==> src/rtl/mem_lsu.sv <==
// rtl/mem_lsu.sv - byte/half/word load-store unit over a word-wide memory
//
// Purpose:
//   Accepts single load/store requests from the core, turns sub-word stores
//   into an aligned read-modify-write, sign/zero-extends sub-word loads and
//   returns exactly one response per accepted request. Little-endian lanes.
//
// Optional feature macro: MEM_LSU_ALIGN_CHECK_EN
//   Defined   : misaligned half/word and reserved size 11 answer with
//               resp_err=1, resp_rdata=0 and never touch memory.
//   Undefined : resp_err is 0, size 11 acts as word, low address bits that
//               do not select a lane are ignored.
//
// Ports:
//   clk, rst                  clock, asynchronous active-low reset
//   req_valid/req_ready       request handshake (ready only in IDLE)
//   req_we, req_size,
//   req_unsigned, req_addr,
//   req_wdata                 request fields, latched at acceptance
//   resp_valid/resp_ready     response handshake
//   resp_rdata, resp_err      extended load data (0 for stores), error flag
//   mem_ren/mem_raddr/mem_rdata   memory read port (data one cycle after ren)
//   mem_wen/mem_waddr/mem_wdata   memory write port (full merged word)

module mem_lsu #(
  parameter int WIDTH = 32
) (
  input  logic             clk,
  input  logic             rst,
  input  logic             req_valid,
  output logic             req_ready,
  input  logic             req_we,
  input  logic [1:0]       req_size,
  input  logic             req_unsigned,
  input  logic [WIDTH-1:0] req_addr,
  input  logic [WIDTH-1:0] req_wdata,
  output logic             resp_valid,
  input  logic             resp_ready,
  output logic [WIDTH-1:0] resp_rdata,
  output logic             resp_err,
  output logic             mem_ren,
  output logic [WIDTH-1:0] mem_raddr,
  input  logic [WIDTH-1:0] mem_rdata,
  output logic             mem_wen,
  output logic [WIDTH-1:0] mem_waddr,
  output logic [WIDTH-1:0] mem_wdata
);

  typedef enum logic [2:0] {
    IDLE = 3'd0,
    RD   = 3'd1,
    CAP  = 3'd2,
    WR   = 3'd3,
    RESP = 3'd4
  } state_t;

  state_t state_q, state_d;

  logic             we_q;
  logic [1:0]       size_q;
  logic             uns_q;
  logic [WIDTH-1:0] addr_q;
  logic [WIDTH-1:0] wdata_q;
  logic             err_q;
  logic [WIDTH-1:0] rdata_q;
  logic [WIDTH-1:0] wword_q;

  logic             accept;
  logic             req_err;
  logic [WIDTH-1:0] word_addr;
  logic [WIDTH-1:0] load_ext;
  logic [WIDTH-1:0] store_merge;
  logic [7:0]       lane_b;
  logic [15:0]      lane_h;
  logic [WIDTH-1:0] lane_mask;

  assign accept = (state_q == IDLE) && req_valid;

`ifdef MEM_LSU_ALIGN_CHECK_EN
  assign req_err = (req_size == 2'b11)
                 || ((req_size == 2'b01) && req_addr[0])
                 || ((req_size == 2'b10) && (req_addr[1:0] != 2'b00));
`else
  assign req_err = 1'b0;
`endif

  // Aligned address by masking only; no carry into upper bits.
  assign word_addr = {addr_q[WIDTH-1:2], 2'b00};

  // Lane extraction from the word read back in CAP.
  assign lane_b = 8'(mem_rdata >> {addr_q[1:0], 3'b000});
  assign lane_h = addr_q[1] ? mem_rdata[31:16] : mem_rdata[15:0];

  always_comb begin
    load_ext = mem_rdata;
    case (size_q)
      2'b00:   load_ext = {{24{~uns_q & lane_b[7]}}, lane_b};
      2'b01:   load_ext = {{16{~uns_q & lane_h[15]}}, lane_h};
      default: load_ext = mem_rdata;
    endcase
  end

  // Store merge: replicate the store data across lanes and keep only the
  // addressed lane(s) from it; the rest comes from the word just read.
  always_comb begin
    lane_mask   = '1;
    store_merge = wdata_q;
    case (size_q)
      2'b00: begin
        lane_mask   = 32'h0000_00FF << {addr_q[1:0], 3'b000};
        store_merge = (mem_rdata & ~lane_mask) | ({4{wdata_q[7:0]}} & lane_mask);
      end
      2'b01: begin
        lane_mask   = addr_q[1] ? 32'hFFFF_0000 : 32'h0000_FFFF;
        store_merge = (mem_rdata & ~lane_mask) | ({2{wdata_q[15:0]}} & lane_mask);
      end
      default: begin
        lane_mask   = '1;
        store_merge = wdata_q;
      end
    endcase
  end

  // State register
  always_ff @(posedge clk or negedge rst) begin
    if (!rst) state_q <= IDLE;
    else      state_q <= state_d;
  end

  // Next-state logic
  always_comb begin
    state_d = state_q;
    case (state_q)
      IDLE: begin
        if (req_valid) begin
          if (req_err)                   state_d = RESP;
          else if (req_we && req_size[1]) state_d = WR;
          else                           state_d = RD;
        end
      end
      RD:   state_d = CAP;
      CAP:  state_d = we_q ? WR : RESP;
      WR:   state_d = RESP;
      RESP: if (resp_ready) state_d = IDLE;
      default: state_d = IDLE;
    endcase
  end

  // Request latch and datapath registers
  always_ff @(posedge clk or negedge rst) begin
    if (!rst) begin
      we_q    <= 1'b0;
      size_q  <= 2'b00;
      uns_q   <= 1'b0;
      addr_q  <= '0;
      wdata_q <= '0;
      err_q   <= 1'b0;
      rdata_q <= '0;
      wword_q <= '0;
    end else if (accept) begin
      we_q    <= req_we;
      size_q  <= req_size;
      uns_q   <= req_unsigned;
      addr_q  <= req_addr;
      wdata_q <= req_wdata;
      err_q   <= req_err;
      rdata_q <= '0;
      wword_q <= req_wdata;
    end else if (state_q == CAP) begin
      if (we_q) wword_q <= store_merge;
      else      rdata_q <= load_ext;
    end
  end

  // Output decode; addresses and data are zero outside their access cycle.
  // req_ready is also qualified by rst so it reads 0 while reset is held.
  always_comb begin
    req_ready  = 1'b0;
    resp_valid = 1'b0;
    resp_rdata = '0;
    resp_err   = 1'b0;
    mem_ren    = 1'b0;
    mem_raddr  = '0;
    mem_wen    = 1'b0;
    mem_waddr  = '0;
    mem_wdata  = '0;
    case (state_q)
      IDLE: req_ready = rst;
      RD: begin
        mem_ren   = 1'b1;
        mem_raddr = word_addr;
      end
      WR: begin
        mem_wen   = 1'b1;
        mem_waddr = word_addr;
        mem_wdata = wword_q;
      end
      RESP: begin
        resp_valid = 1'b1;
        resp_rdata = rdata_q;
        resp_err   = err_q;
      end
      default: ;
    endcase
  end

endmodule

==> config.mk <==
export PLATFORM = sky130hd
export DESIGN_NAME = mem_lsu
export DESIGN_NICKNAME = d
export VERILOG_FILES = /design/src/rtl/mem_lsu.sv
export SDC_FILE = /design/constraint.sdc
export NUM_CORES = 1
export LEC_CHECK = 0
export ABC_CLOCK_PERIOD_IN_PS = 1600
export CAP_MARGIN = 20
export CORE_ASPECT_RATIO = 0.9
export CORE_MARGIN = 2
export CORE_UTILIZATION = 25
export CTS_BUF_LIST = sky130_fd_sc_hd__clkbuf_4 sky130_fd_sc_hd__clkbuf_8 sky130_fd_sc_hd__clkbuf_16
export DETAILED_ROUTE_END_ITERATION = 10
export GPL_TIMING_DRIVEN = 0
export HOLD_SLACK_MARGIN = 0.12
export PLACE_DENSITY = 0.46
export SYNTH_ARGS = -nofsm -noshare
export SYNTH_HDL_FRONTEND = slang
export SYNTH_SLANG_ARGS = --single-unit
==> constraint.sdc <==
create_clock -name clk -period 1.6 [get_ports clk]
set_input_delay 0.32 -clock clk [delete_from_list [all_inputs] [get_ports clk]]
set_output_delay 0.32 -clock clk [all_outputs]
set_load 0.01 [all_outputs]
== Word level (Yosys, flattened, before mapping) ==
Cells that the tools add are included.
Storage, ports and cells
  bits in registers: 135
  bits in latches: 0
  memory bits (writable): 0
  ROM bits: 0
  output and inout port bits: 133
  memories kept: 0
Operators by class
  add/sub/neg operators: 0
  $mul: 0
  div/mod/pow operators: 0
  $lt $le $gt $ge: 0
  equal/unequal tests: 8
  shifts and indexed selects: 2
  multiplexer cells: 23
  bitwise gates (word level): 11
  reduce and logical (&&, ||, !) cells: 9
Operators by type and width (number)
  32-bit 2-to-1 mux: 11
  32-bit bitwise AND: 4
  32-bit case mux with 2 select lines: 2
  32-bit inverter: 2
  32-bit OR: 2
  8-bit by 5-bit left shift with 32-bit output, first input constant: 1
  32-bit by 5-bit >> shifter with 8-bit output: 1
  16-bit 2-to-1 mux: 1
  3-bit case mux with 5 select lines: 1
  3-bit 2-to-1 mux: 3
  3-bit by 2-bit == test with 1-bit output, second input constant: 2
  2-bit AND reduction: 3
  1-bit 2-to-1 mux: 4
  2-bit inequality test, second input constant: 2
  2-bit nonzero test: 2
  3-bit by 1-bit == test with 1-bit output, second input constant: 1
  3-bit == test, second input constant: 1
  3-bit zero test: 1
  1-bit bitwise AND: 2
  2-bit by 1-bit == test with 1-bit output, second input constant: 1
  1-bit logical AND: 2
  2-bit zero test: 1
  2-bit 2-to-1 mux: 1
  2-bit by 1-bit inequality test with 1-bit output, second input constant: 1
  1-bit inverter: 1

== Logic depth before layout (Yosys ltp) ==
Gate-level depths: netlist (run 1).
  depth after elaboration: 8
  gate-level depth with buffers: 7

== Worst setup path before layout (run 1) ==
Ideal clock, no wire load.
  kind: register to output
  from: register state_q[1]
  to: output port resp_rdata[22]
  arrival time: 1.495 ns
  path slack: -0.215 ns
  stages on the path, launching flop included: 5
  buffers on the path: 2
  cell sequence: dfrtp_1 buf_6 nor3b_1 clkbuf_1 and2_1
On the way
  longest elaborated chain between the ends: 2
RTL lines
  start, declared: line 57  | state_t state_q, state_d;
  start signal, assigned: line 127  | else state_q <= state_d;
  3-bit == test: line 187  | case (state_q)
  32-bit 2-to-1 mux: line 187
  end, declared: line 39  | output logic [WIDTH-1:0] resp_rdata,
No other way between the ends.

== Worst setup path in the final report (run 1) ==
  from: register state_q[1]
  to: output port resp_rdata[12]
Same word-level chain as after synthesis.

==> results of run 1 <==
-- power by group through the flow --
stage	logic, mW	clock network (mW)	registers [mW]
global route	14.6	4.29	6.66
floorplan	5.78	0	5.59
CTS	12.3	4.13	6.25
global placement	8.83	0	6.07
detailed placement	8.92	0	6.07
finish	13.6	4.05	6.46
-- state kept, by name, indices dropped and copies added, names as in the netlist --
name and flops:
rdata_q 32, uns_q 1, size_q 2, wword_q 32
we_q 1, wdata_q 32, state_q 3, addr_q 32
-- metal layers --
metal	vias up	track usage (%)
li1	3589	-
met4	0	3.757
met1	3860	31.58
met2	295	33.92
met3	22	3.335
met5	-	0
-- final cells by class --
type	count	share of cell area [%]
flip-flops and latches	135	25.34
clock inverters	15	1.276
clock buffers	17	3.189
repair buffers	319	25.83
well taps	403	3.780
inverters	5	0.1501
multi-input cells	635	34.37
plain buffers	68	6.060
-- final timing paths --
kind                                         from                 endpoint  slack, ps  depth (start not counted)
setup / recovery           state_q[1]$_DFFE_PN0P_           resp_rdata[12]       -570                          7
hold / removal                                rst   wdata_q[3]$_DFFE_PN0P_       -240                          1
setup reg to reg           state_q[1]$_DFFE_PN0P_  wword_q[13]$_DFFE_PN0P_       -330                          9
hold reg to reg            rdata_q[7]$_DFFE_PN0P_   rdata_q[7]$_DFFE_PN0P_        480                          1
max in group asynchronous                     rst  rdata_q[16]$_DFFE_PN0P_        300                          3
min in group clk                     req_addr[22]   addr_q[22]$_DFFE_PN0P_        420                          3
-- what timing repair did --
action,in CTS,in global routing
cloned,28,5
endpoints found under the setup margin,260,260
pin swaps,128,51
hold endpoints to repair,90,57
setup buffers,43,18
resized for setup,872,222
-- cell families after synthesis --
logic type             count (synthesis)  share of synthesized area [%]
AO/OA/AOI/OAI                        180                          18.20
buffers and inverters                 78                          5.614
flip-flops                           135                          45.11
multiplexers                          19                          2.874
other                                  1                        0.05008
AND/OR/NAND/NOR                      430                          28.15
-- stage by stage --
step,hold WS (ps),utilization (%)
global route,-244.2,44.98
floorplan,24.41,-
global placement,449.7,34.89
CTS,-238.8,42.07
finish,-241.0,44.98
detailed placement,299.4,34.99
-- worst max-delay path, stage by stage (launching register included) --
cell     delay (ps)
dfrtp_1         400
buf_6           150
nor3b_4         270
buf_12          170
buf_8           110
buf_12          100
and2_4          130
buf_6            90
-- cells in the mapped netlist, types with 2 or more instances --
master and count:
o2bb2ai_1 3, nand2b_1 6, o211ai_1 14, a32o_1 17
buf_4 7, buf_2 21, and3b_1 2, nand2_1 250
a211oi_1 14, buf_1 2, and3_1 8, a2bb2oi_1 7
clkbuf_1 33, inv_1 4, o22ai_1 11, a221o_1 16
mux4_2 2, o221ai_1 10, nor2_1 11, and2_1 131
o21ai_0 26, a21oi_1 21, nor3b_1 2, mux2i_1 17
a22o_1 11, nor2_2 2, o31ai_1 8, a211o_1 3
a31oi_1 4, nor2b_1 6, buf_6 10, dfrtp_1 135
a21boi_0 8
==> flow_summary.toml, run 1 <==
[die]
die_w_um = 186.4
coreArea_um2 = 29650
die-area_um2 = 31360
start_util_pct = 25.25
io-pin-count = 237
die_h_um = 168.2
fp-row-count = 60

[placed_design]
port-buffer-count = 231
dpl_cell_area_um2 = 10380
gp_congestion = 0.8918
dp_hpwl_um = 23040
pre_cts_ws_ps = -1027
dp.cells = 1482

[layout]
drive_gt1_share_pct = 47.15
area_delta_synth_final_pct = 78.11
final_cells = 1597
fin_area_um2 = 13340
layout_common_cells = "nand2_1, dfrtp_1, buf_6, clkdlybuf4s50_1, and2_4"
n_fill_cell = 2900
n_antenna_cell = 0
seq_area_um2 = 3379
nNetsFinal = 1285
multi_input_area_um2 = 4584
final_common_cell = "nand2_1"

[yosys]
synthCells = 843
synth_area_leaders = "dfrtp_1, nand2_1, and2_1"
synth-edff-count = 0
yosysTopAreaCell = "dfrtp_1"
synth-seq-area-share_pct = 45.11
ys_types = 54
synth_area_um2 = 7488
synth_top_area_share_pct = 45.11
ys.flop_type = "dfrtp_1"
synth_warnings = 0
yosys_register_bits = 135
avgSynthCellArea_um2 = 8.883
synthArstFlopShare_pct = 100.0

[timing]
min_period_over_period_pct = 135.7
max_freq_mhz = 460.6
fin_crit_ps = 2171
rsz0062_at_grt = "true"
relSlewSlack_pct = 54.55
max_slew.worst_pin.slew_ps = 681.7
finalSetupViolations = 260
final.setup.tns_ps = -92580
slew_violations = 0
whs_ps = -241.0
final_hold_viol_count = 46
finalClockSkew_ps = 9.002
worst_slack_ps = -571.0

[critical_path]
worstPathArrival_ps = 1850
path_class = "flop to output port"
worstPathRequired_ps = 1280
start_kind = "flop"
endpoint_kind = "output port"
path_max_fanout = 6

[pwr]
p_total_mw = 24.12
power_leakage_nw = 6.255
p_seq_share_pct = 26.8
p_per_area_nw_per_um2 = 1808
power.switching_mw = 9.933
vdd_drop_max_uv = 846.4
comb_power_share_pct = 56.4
swShare_pct = 41.18
power_frac_clock_pct = 16.8
internal_power_mw = 14.19

[routing]
top_layer = "met4"
first_iter_violations = 599
vias = 7766
dr.pass1.iters = 5
avgViaCountPerCell = 4.863
ant_nets = 0
routedWlPerCell_um = 21.56
totalWireLength_um = 34430
routed-wl-met3_um = 2364
drcViolationCount = 0
wl_met1_um = 15640
wl_met2_um = 16080

[clock_network]
cts_tree = "yes"
htree_levels = 4
cts_sinks = 135
insertion_delay_ps = 420
clkTransAtPathRegs_ps = 60
cts_buffer_depth = 2
numCtsBuffers = 17
cts_root_buffer = "clkbuf_16"

[global_routing]
antenna_found_initial = 0
grt_pass1_wl_um = 50990
overflow = 0
grt_pass1_vias = 7747
grt_max_degree = 49
grtUsageTotal_pct = 21.58

[flow_run]
max-cap-violations = 0

[outcome]
violations = "hold timing, setup timing"
status = "finished with violations"

[hold_path]
hold_class = "input port to async pin"
No activity file was read; power rests on OpenSTA's default activity.
==> inputs of run 2 (changes only) <==
- SKIP_CTS_REPAIR_TIMING: not set -> 1
==> run 2 against run 1 <==
- the flow still finishes with violations (hold timing, setup timing)
- clock skew increased by 1.1 ps
- global-route usage shrank 2.3 points
- clock power is essentially flat
- critical endpoint is now mem_waddr[30]
- highest routed layer unchanged
==> flow_summary.toml, run 2 (synthesized netlist as in run 1, its figures left out) <==
[critical_path]
path_class = "flop to output port"
slowest_delay_ps = 440
worstPathArrival_ps = 1850
worstPathRequired_ps = 1280
path_max_fanout = 10
crit_slowest_cell = "dfrtp_1"
crit_top_cell = "buf_6"
cp_num_buf_inv = 4
start_kind = "flop"
crit_chain = "buf_6 -> and3b_2 -> buf_4 -> buf_6 -> and2_1 -> dlymetal6s2s_1"
endpoint_kind = "output port"
cpLargestDelayFamily = "buffers and inverters"

[die]
die-area_um2 = 31360
start_util_pct = 25.25
io-pin-count = 237
die_h_um = 168.2
fp-row-count = 60
die_w_um = 186.4
coreArea_um2 = 29650

[outcome]
violations = "hold timing, setup timing"
status = "finished with violations"

[timing]
slew_violations = 0
whs_ps = -243.7
max_freq_mhz = 460.5
relSlewSlack_pct = 54.50
rsz0062_at_grt = "true"
max_slew.worst_pin.slew_ps = 682.5
fin_crit_ps = 2171
final_hold_viol_count = 46
finalClockSkew_ps = 10.08
finalSetupViolations = 260
min_period_over_period_pct = 135.7
worst_slack_ps = -571.3

[routing]
routedWlPerCell_um = 21.03
dr.pass1.iters = 5
ant_nets = 0
drcViolationCount = 0
avgViaCountPerCell = 4.766
totalWireLength_um = 32740
first_iter_violations = 648
vias = 7420

[layout]
drive_gt1_share_pct = 39.51
nNetsFinal = 1245
final_cells = 1557
fin_area_um2 = 12430
final_common_cell = "nand2_1"
area_delta_synth_final_pct = 66.01
layout_common_cells = "nand2_1, dfrtp_1, clkdlybuf4s50_1, buf_6, and2_1"
n_antenna_cell = 0

[clock_network]
cts_sinks = 135
cts_root_buffer = "clkbuf_16"
numCtsBuffers = 17
insertion_delay_ps = 430
clkTransAtPathRegs_ps = 60
cts_tree = "yes"
cts_buffer_depth = 2
htree_levels = 4

[flow_run]
max-cap-violations = 0

[pwr]
power_frac_clock_pct = 17.8
swShare_pct = 41.63
p_per_area_nw_per_um2 = 1817
power_leakage_nw = 5.878
vdd_drop_max_uv = 922.7
p_seq_share_pct = 28.1
comb_power_share_pct = 54.1
power.switching_mw = 9.403
internal_power_mw = 13.18

[hold_path]
hold_class = "input port to async pin"

[placed_design]
port-buffer-count = 231
dp.cells = 1482
gp_congestion = 0.8918
dpl_cell_area_um2 = 10380
dp_hpwl_um = 23040

[global_routing]
grt_pass1_wl_um = 45690
grt_max_degree = 91
grtUsageTotal_pct = 19.25
antenna_found_initial = 0
overflow = 0
grt_pass1_vias = 7169
## run 2: cell count changes in the layout (fill, tap and decap cells not counted), moves of 7 or more
| cell | previous run | this run |
|---|---|---|
| nand2_1 | 153 | 164 |
| buf_4 | 34 | 23 |
| and2_4 | 91 | 58 |
| o21ai_2 | 11 | 1 |
| buf_16 | 8 | 1 |
| o21ai_0 | 7 | 19 |
| buf_2 | 41 | 16 |
| clkbuf_2 | 10 | 64 |
| clkbuf_8 | 10 | 0 |
| and2_1 | 39 | 72 |
| buf_6 | 127 | 87 |
| nand2_2 | 72 | 58 |
## run 2: final cells by class
class | instances | area [µm²]
fill | 2985 | 17220
multi-input combinational | 635 | 4389
sequential | 135 | 3378
timing repair buffer | 276 | 2769
buffer | 71 | 773.2
tap | 403 | 504.2
clock buffer | 17 | 425.4
clock inverter | 15 | 170.2
inverter | 5 | 22.52
## run 2: per-stage QoR
| step | setup slack, ps | TNS [ps] | util [%] | power [mW] |
|---|---|---|---|---|
| final | -571.3 | -94590 | 41.92 | 22.58 |
| after detailed placement | -1027 | -179700 | 34.99 | 14.99 |
| after CTS | -1488 | -204640 | 37.00 | 19.10 |
| after global routing | -630.3 | -105120 | 41.92 | 23.99 |
| after global placement | -5825 | -967780 | 34.89 | 14.90 |
| after floorplan | -69.19 | -3810 | - | 11.36 |
## run 2: final timing paths
path,startpoint,to,slack [ps],depth (start not counted)
max in group asynchronous,rst,size_q[0]$_DFFE_PN0P_,1230,2
worst min register to register,rdata_q[7]$_DFFE_PN0P_,rdata_q[7]$_DFFE_PN0P_,480,1
worst min-delay path,rst,wdata_q[3]$_DFFE_PN0P_,-240,1
worst max register to register,state_q[0]$_DFFE_PN0P_,wword_q[21]$_DFFE_PN0P_,-300,6
worst max-delay path,state_q[1]$_DFFE_PN0P_,mem_waddr[30],-570,6
min in group clk,req_addr[4],addr_q[4]$_DFFE_PN0P_,420,3
## run 2: per-layer routing
layer / vias to the layer above / part of all wire [%] / GRT usage, %
met2: 234 / 46 / 30.37
li1: 3499 / - / -
met3: 17 / 5.5 / 3.335
met1: 3670 / 48 / 27.89
met5: - / 0 / 0
met4: 0 / 0.82 / 3.235
## run 2: power groups by stage
stage | sequential, mW | clock, mW | combinational (mW)
2_1_floorplan | 5.59 | 0 | 5.78
3_3_place_gp | 6.07 | 0 | 8.83
3_5_place_dp | 6.07 | 0 | 8.92
4_1_cts | 6.02 | 4.13 | 8.95
5_1_grt | 6.54 | 4.29 | 13.2
6_report | 6.34 | 4.03 | 12.2
==> inputs of run 3 (changes only) <==
- ABC_CLOCK_PERIOD_IN_PS: 1600 -> not set
- CORE_UTILIZATION: 25 -> 43
- PLACE_DENSITY: 0.46 -> 0.74
==> run 3 against run 2 <==
- first-iteration DRC count increased by 13%
- critical path type unchanged
- register-to-register slack hardly changed
- routed wire length decreased by 13%
- the run still ends with hold timing, setup timing left
- largest cell class unchanged
- fmax is 1.4% higher
- clock power up 13%
- sequential cell count did not move
- clock-buffer cell count rose by 3
==> flow_summary.toml, run 3 (synthesized netlist as in run 1, its figures left out) <==
[outcome]
status = "finished with violations"
violations = "hold timing, setup timing"

[layout]
n_fill_cell = 1318
multi_input_area_um2 = 4139
final_util_pct = 70.47
seq_area_um2 = 3379
drive_gt1_share_pct = 35.02
layout_common_cells = "nand2_1, dfrtp_1, clkdlybuf4s50_1, buf_6, and2_1"
nNetsFinal = 1239
final_common_cell = "nand2_1"
n_antenna_cell = 0
final_cells = 1383
area_delta_synth_final_pct = 59.48

[clock_network]
cts_sinks = 135
clkTransAtPathRegs_ps = 60
cts_root_buffer = "clkbuf_16"
cts_tree = "yes"
numCtsBuffers = 17
cts_buffer_depth = 2
htree_levels = 4
insertion_delay_ps = 420

[die]
fp-row-count = 45
start_util_pct = 44.19
io-pin-count = 237
die_w_um = 143.1
coreArea_um2 = 16950
die-area_um2 = 18490
die_h_um = 129.2

[timing]
relSlewSlack_pct = 57.19
final_hold_viol_count = 67
fin_crit_ps = 2140
worst_slack_ps = -540.4
min_period_over_period_pct = 133.8
slew_violations = 0
max_slew.worst_pin.slew_ps = 642.1
rsz0062_at_grt = "true"
whs_ps = -235.2
final.setup.tns_ps = -86040
max_freq_mhz = 467.2
finalClockSkew_ps = 6.352
finalSetupViolations = 260

[critical_path]
path_max_fanout = 10
path_class = "flop to output port"
worstPathArrival_ps = 1820
start_kind = "flop"
worstPathRequired_ps = 1280
endpoint_kind = "output port"
rr_worst_depth = 9

[pwr]
p_per_area_nw_per_um2 = 1853
vdd_drop_max_uv = 1091
power_leakage_nw = 5.793
p_total_mw = 22.13

[routing]
ant_nets = 0
totalWireLength_um = 28410
first_iter_violations = 730
vias = 7718
routedWlPerCell_um = 20.54
avgViaCountPerCell = 5.581
dr.pass1.iters = 5
drcViolationCount = 0

[global_routing]
grt_pass1_wl_um = 39430
grt_pass1_vias = 7013
grt_max_degree = 70
antenna_found_initial = 0
overflow = 0
grtUsageTotal_pct = 28.17

[placed_design]
dp_hpwl_um = 19590
port-buffer-count = 231
gp_congestion = 0.9789
dp.cells = 1314

[hold_path]
hold_class = "input port to async pin"

[flow_run]
max-cap-violations = 0
## run 3: cell types whose count changed in the layout (fill, tap and decap cells not counted), moves of 5 or more
cell,change
nand2_1,+40
nand2_2,-21
nand2_4,-19
buf_2,+15
clkbuf_2,-14
buf_6,+5
## run 3: critical path, stage by stage (launching register included)
cell,delay (ps)
dfrtp_1,430
buf_6,160
and3b_2,220
buf_6,150
buf_8,140
and2_1,150
buf_2,140
## run 3: final timing paths
kind	from	endpoint	slack, ps
worst max-delay path	state_q[1]$_DFFE_PN0P_	mem_wdata[26]	-540
worst min-delay path	rst	rdata_q[7]$_DFFE_PN0P_	-240
worst max register to register	state_q[1]$_DFFE_PN0P_	wword_q[29]$_DFFE_PN0P_	-290
worst min register to register	wdata_q[17]$_DFFE_PN0P_	wdata_q[17]$_DFFE_PN0P_	470
max in group asynchronous	rst	addr_q[31]$_DFFE_PN0P_	1150
min in group clk	req_addr[24]	addr_q[24]$_DFFE_PN0P_	430
## run 3: final cells by class
class                   instances  share of cell area [%]
multi-input cells             634                   34.66
clock buffers                  20                   3.855
inverters                       5                  0.1886
plain buffers                  70                   5.930
well taps                     235                   2.462
repair buffers                272                   22.74
clock inverters                12                   1.865
flip-flops and latches        135                   28.30
## run 3: stage by stage
stage	hold WS, ps	setup WS (ps)	instance area, µm²
6_report	-235.2	-540.4	11940
5_1_grt	-209.9	-603.9	11940
4_1_cts	-78.01	-1392	10850
3_5_place_dp	370.9	-908.6	10170
3_3_place_gp	448.4	-5292	10140
2_1_floorplan	24.41	-69.19	7531
## run 3: layer usage
metal | global-route usage, % | part of all wire, % | up-vias | wire [µm]
met1 | 40.16 | 42 | 3761 | 11920
met5 | 0 | 0 | - | 0
met2 | 43.03 | 46 | 411 | 13150
met4 | 9.202 | 2.4 | 0 | 688
met3 | 6.061 | 9.3 | 67 | 2651
li1 | - | - | 3479 | -
## run 3: power breakdown
part           switching [mW]  internal, mW
Sequential               1.35          4.92
Combinational            5.81          5.51
Clock                    1.52          3.02
Total                    8.68          13.5
